`src/rtl/display_scanner.sv`:
```
// Four-digit time-multiplexed seven-segment scanner with per-slot ghost
// blanking, frame-synchronous input snapshot and optional leading-zero blanking.
module display_scanner #(
    parameter int DIV   = 100000,
    parameter int BLANK = 1000
) (
    input  logic        clkin,
    input  logic        greset,
    input  logic [15:0] value,
    input  logic [3:0]  dig_en,
    input  logic [3:0]  dp_en,
    input  logic        lzb,
    output logic [6:0]  seg,
    output logic        dp,
    output logic [3:0]  an,
    output logic [1:0]  digsel,
    output logic        frame
);

    localparam int CW = (DIV > 1) ? $clog2(DIV) : 1;

    logic [CW-1:0] cnt_q, cnt_d;
    logic [1:0]    idx_q, idx_d;
    logic [15:0]   value_s_q, value_s_d;
    logic [3:0]    dig_en_s_q, dig_en_s_d;
    logic [3:0]    dp_en_s_q, dp_en_s_d;
    logic          lzb_s_q, lzb_s_d;
    logic [6:0]    seg_q, seg_d;
    logic          dp_q, dp_d;
    logic [3:0]    an_q, an_d;
    logic [1:0]    digsel_q, digsel_d;
    logic          frame_q, frame_d;

    logic          wrap_s;
    logic          frame_wrap_s;
    logic [3:0]    nibble_s;
    logic          suppress_s;
    logic          active_s;
    logic          visible_s;

    function automatic logic [6:0] hex_decode(input logic [3:0] n);
        logic [6:0] s;
        case (n)
            4'h0:    s = 7'b1000000;
            4'h1:    s = 7'b1111001;
            4'h2:    s = 7'b0100100;
            4'h3:    s = 7'b0110000;
            4'h4:    s = 7'b0011001;
            4'h5:    s = 7'b0010010;
            4'h6:    s = 7'b0000010;
            4'h7:    s = 7'b1111000;
            4'h8:    s = 7'b0000000;
            4'h9:    s = 7'b0010000;
            4'hA:    s = 7'b0001000;
            4'hB:    s = 7'b0000011;
            4'hC:    s = 7'b1000110;
            4'hD:    s = 7'b0100001;
            4'hE:    s = 7'b0000110;
            4'hF:    s = 7'b0001110;
            default: s = 7'b1111111;
        endcase
        return s;
    endfunction

    // Slot/digit sequencing, frame snapshot, and outputs derived from post-edge state
    always_comb begin
        wrap_s       = (cnt_q == CW'(DIV - 1));
        frame_wrap_s = wrap_s && (idx_q == 2'd3);

        if (wrap_s) begin
            cnt_d = {CW{1'b0}};
            idx_d = idx_q + 2'd1;
        end else begin
            cnt_d = cnt_q + CW'(1);
            idx_d = idx_q;
        end

        if (frame_wrap_s) begin
            value_s_d  = value;
            dig_en_s_d = dig_en;
            dp_en_s_d  = dp_en;
            lzb_s_d    = lzb;
        end else begin
            value_s_d  = value_s_q;
            dig_en_s_d = dig_en_s_q;
            dp_en_s_d  = dp_en_s_q;
            lzb_s_d    = lzb_s_q;
        end
        frame_d = frame_wrap_s;

        // A digit is a leading zero when it and every higher nibble are zero
        case (idx_d)
            2'd0: begin
                nibble_s   = value_s_d[3:0];
                suppress_s = 1'b0;
            end
            2'd1: begin
                nibble_s   = value_s_d[7:4];
                suppress_s = (value_s_d[15:4] == 12'h000);
            end
            2'd2: begin
                nibble_s   = value_s_d[11:8];
                suppress_s = (value_s_d[15:8] == 8'h00);
            end
            2'd3: begin
                nibble_s   = value_s_d[15:12];
                suppress_s = (value_s_d[15:12] == 4'h0);
            end
            default: begin
                nibble_s   = 4'h0;
                suppress_s = 1'b0;
            end
        endcase

        active_s  = (cnt_d >= CW'(BLANK));
        visible_s = dig_en_s_d[idx_d] && !(lzb_s_d && suppress_s);

        if (active_s && visible_s) begin
            an_d  = ~(4'b0001 << idx_d);
            seg_d = hex_decode(nibble_s);
            dp_d  = ~dp_en_s_d[idx_d];
        end else begin
            an_d  = 4'hF;
            seg_d = 7'h7F;
            dp_d  = 1'b1;
        end
        digsel_d = idx_d;
    end

    // State and registered output flops with synchronous reset
    always_ff @(posedge clkin) begin
        if (greset) begin
            cnt_q      <= {CW{1'b0}};
            idx_q      <= 2'd0;
            value_s_q  <= 16'h0000;
            dig_en_s_q <= 4'h0;
            dp_en_s_q  <= 4'h0;
            lzb_s_q    <= 1'b0;
            seg_q      <= 7'h7F;
            dp_q       <= 1'b1;
            an_q       <= 4'hF;
            digsel_q   <= 2'd0;
            frame_q    <= 1'b0;
        end else begin
            cnt_q      <= cnt_d;
            idx_q      <= idx_d;
            value_s_q  <= value_s_d;
            dig_en_s_q <= dig_en_s_d;
            dp_en_s_q  <= dp_en_s_d;
            lzb_s_q    <= lzb_s_d;
            seg_q      <= seg_d;
            dp_q       <= dp_d;
            an_q       <= an_d;
            digsel_q   <= digsel_d;
            frame_q    <= frame_d;
        end
    end

    assign seg    = seg_q;
    assign dp     = dp_q;
    assign an     = an_q;
    assign digsel = digsel_q;
    assign frame  = frame_q;

endmodule
```
`config.mk`:
```
export PLATFORM = sky130hd
export DESIGN_NAME = display_scanner
export DESIGN_NICKNAME = d
export VERILOG_FILES = /design/src/rtl/display_scanner.sv
export SDC_FILE = /design/constraint.sdc
export NUM_CORES = 1
export LEC_CHECK = 0
export ABC_AREA = 0
export CAP_MARGIN = 30
export CORE_MARGIN = 4
export CORE_UTILIZATION = 58
export CTS_BUF_LIST = sky130_fd_sc_hd__clkbuf_8
export DETAILED_ROUTE_END_ITERATION = 8
export PLACE_DENSITY = 0.83
export RECOVER_POWER = 50
export SYNTH_ARGS = -nofsm -noshare
export SYNTH_HDL_FRONTEND = slang
export SYNTH_SLANG_ARGS = --single-unit
```
`constraint.sdc`:
```
create_clock -name clkin -period 4.2 [get_ports clkin]
set_input_delay 0.84 -clock clkin [delete_from_list [all_inputs] [get_ports clkin]]
set_output_delay 0.84 -clock clkin [all_outputs]
set_load 0.1 [all_outputs]
```
==> impl_results.md <==
* Wirelength per Cell at 16.99 um
* Num ports at 42
* Wirelength, routed at 8.837 mm
* Filler cell count at 442
* First-pass GRT wire length at 14.96 mm
* Min-delay worst type: flip-flop to flip-flop
* FFs w/ async S/R, synth at 0
* Post-CTS Setup Bufs at 0
* Syn avg cell area at 8.251 um^2
* Rows at 27
* Gate Count Post-Synth at 412
* # diodes at 0
* Die height at 84.56 um
* Setup crit end kind: flip-flop
* Relative slew slack at 0.1867
* Post-route ant nets at 0
* Final setup viols at 0
* Longest Clk Path Bufs at 2
* Clock Skew at 6.944 ps
* Starting Density at 0.6062
* Largest net degree at the start of global routing at 26
* Hold buffer count at cts at 0
* Placed Cells at 504
* Detailed placer's ending HPWL at 6.274 mm
* FF+latch count, synth at 57
* Yosys warning count at 0
* Post-synthesis sequential area ratio at 0.3357
* Synthesized net count at 446
* Port bufs at 41
* Distinct cells, synth at 71
* Final non-filler cell total at 520
* Die W at 84.56 um
* Cell area after placement at 3841 um^2
* Cell area after layout at 4086 um^2
* Worst Path Arrival at 3990 ps
* Power per Cell Area at 302.3 nW/um^2
* Layout Nets at 477
* Maximum VDD drop at 0.0002861 V
* Final hold viol count at 0
* Place WS at 549.6 ps
* Grt total ovfl at 0
* Die ar. at 7150 um^2
* Via total after detailed routing at 3231
* Area grow syn2layout at 20.21%
* Mapped Area at 3400 um^2
* Fin crit share at 0.8813
* DR pass1 iterations at 5
* Routability Congestion at 0.9542
* Worst skew pair latency at 340 ps
* Final WS setup at 498.4 ps
* Clock transition at path regs at 60 ps
* H-tree levels at 3
* CTS tree: yes
* Root buf cell: clkbuf_8
* Status: finished, final reports clean
* Post-route minimum period at 3702 ps
* Main flop type after synthesis: dfxtp_1
* Vias in the first global route at 3137
* Total GRT Usage at 0.2579
* CP startpoint kind: flip-flop
* Setup Total Neg Slack at 0 ps
* PostCTS Resize Cnt at 0
* Worst Path Class, Setup: flip-flop to flip-flop
* Least-Margin Pin Slew at 1220 ps
* Via density at 6.213
* Layout cells sized above 1 at 0.1250
* RSZ-0062 raised after global routing: false
* DRC at 0
* DR iter-0 viols at 290
* Max-cap violations at 0
* Final max-slew violation count at 0
* Num CTS Buffers at 9
* Core footprint at 5608 um^2
* CTS sink count at 57
* EDFF count, synth at 0
* Worst-path maximum fanout at 11
* Leakage at 1.431 nW
* Fmax achieved at 0.2702 GHz
* Initial antenna violation count at 0
* WP data required at 4480 ps
## per-stage QoR
step	hold slack (ps)	power (W)	util
6_report	472.0	0.001235	0.7287
5_1_grt	480.2	0.001272	0.7287
3_3_place_gp	443.2	0.0006061	0.6801
2_1_floorplan	431.8	0.0005723	-
3_5_place_dp	454.4	0.0006070	0.6850
4_1_cts	468.6	0.001248	0.7300
## where the power goes
part | total [W] | switching [W] | internal, W
Combinational | 0.0000489 | 0.0000209 | 0.0000280
Sequential | 0.000546 | 0.00000311 | 0.000543
Clock | 0.000640 | 0.000229 | 0.000412
Total | 0.00124 | 0.000253 | 0.000983
## layout by cell type (no fill, tap or decap), drive strengths merged, types with 3 or more instances in the layout
| cell type | instances |
|---|---|
| inv | 12 |
| nor4 | 10 |
| xor2 | 5 |
| or2 | 4 |
| buf | 5 |
| o311ai | 3 |
| nand4 | 9 |
| nand3 | 11 |
| nand2b | 3 |
| ha | 7 |
| nor3 | 9 |
| clkdlybuf4s50 | 39 |
| nand2 | 71 |
| nor2 | 38 |
| a21oi | 32 |
| clkbuf | 12 |
| o211ai | 4 |
| mux2 | 9 |
| dfxtp | 57 |
| mux4 | 4 |
| xnor2 | 10 |
| o221ai | 3 |
| clkinv | 3 |
| and4 | 5 |
| mux2i | 13 |
| and2 | 5 |
| o31ai | 3 |
| o21ai | 17 |
| bufinv | 3 |
## synth_stat cells (3+ instances only)
| cell type | count | area share |
|---|---|---|
| a21oi_1 | 30 | 0.044 |
| and2_1 | 5 | 0.0092 |
| and4_1 | 4 | 0.010 |
| buf_2 | 6 | 0.0088 |
| clkbuf_1 | 15 | 0.017 |
| dfxtp_1 | 57 | 0.34 |
| ha_1 | 7 | 0.026 |
| inv_1 | 12 | 0.013 |
| mux2_2 | 9 | 0.030 |
| mux2i_1 | 13 | 0.038 |
| mux4_2 | 3 | 0.020 |
| nand2_1 | 71 | 0.078 |
| nand2b_1 | 3 | 0.0055 |
| nand3_1 | 11 | 0.016 |
| nand4_1 | 8 | 0.015 |
| nor2_1 | 37 | 0.041 |
| nor3_1 | 8 | 0.012 |
| nor4_1 | 10 | 0.018 |
| o211ai_1 | 4 | 0.0088 |
| o21ai_0 | 17 | 0.025 |
| o221ai_1 | 3 | 0.0077 |
| o311ai_0 | 3 | 0.0077 |
| o31ai_1 | 3 | 0.0066 |
| or2_2 | 4 | 0.0074 |
| xnor2_1 | 10 | 0.026 |
| xor2_1 | 5 | 0.013 |
## cells by family after synthesis
group,synth area share
AO/OA/AOI/OAI,0.1741
buffers and inverters,0.05447
XOR/XNOR,0.03864
adder cells (fa/ha/maj),0.02576
multiplexers,0.09569
flip-flops,0.3357
AND/OR/NAND/NOR,0.2757
## sequential cells by signal, summed over array words and instances (netlist names)
signal	cells
value_s_q	16
dig_en_s_q	4
dp	1
cnt_q	17
frame	1
dp_en_s_q	4
an	4
seg	7
digsel	2
lzb_s_q	1
## layer usage
metal / global-route usage / up-vias / routed length (um)
li1: - / 1529 / -
met1: 0.3010 / 1535 / 3571
met2: 0.4377 / 148 / 4334
met3: 0.08047 / 19 / 719
met4: 0.1050 / 0 / 211
met5: 0 / - / 0
## critical path, cell delays in order (launching register included)
cell,delay [ps]
dfxtp_1,470
ha_1,510
clkinv_1,370
nand2_1,240
o21ai_0,110
mux2_2,270
o31ai_1,560
inv_1,200
ha_1,350
mux4_1,480
nand2_1,70
## area by class of cell
| cell class | instances | area (um^2) | area share |
|---|---|---|---|
| inverter | 13 | 48.80 | 0.01194 |
| sequential | 57 | 1141 | 0.2792 |
| clock buffer | 10 | 137.6 | 0.03368 |
| multi-input combinational | 314 | 2078 | 0.5086 |
| tap | 72 | 90.09 | 0.02205 |
| clock inverter | 6 | 115.1 | 0.02817 |
| timing repair buffer | 48 | 475.5 | 0.1164 |
## worst paths after layout
check	startpoint	end	slack, ps	depth (start not counted)
worst max-delay path	digsel[1]	seg[3]	500	10
worst min-delay path	lzb_s_q	lzb_s_q	470	2
worst max register to register	digsel[1]	seg[3]	500	10
worst min register to register	lzb_s_q	lzb_s_q	470	2
Note: power is estimated with default switching activity, not from simulation.
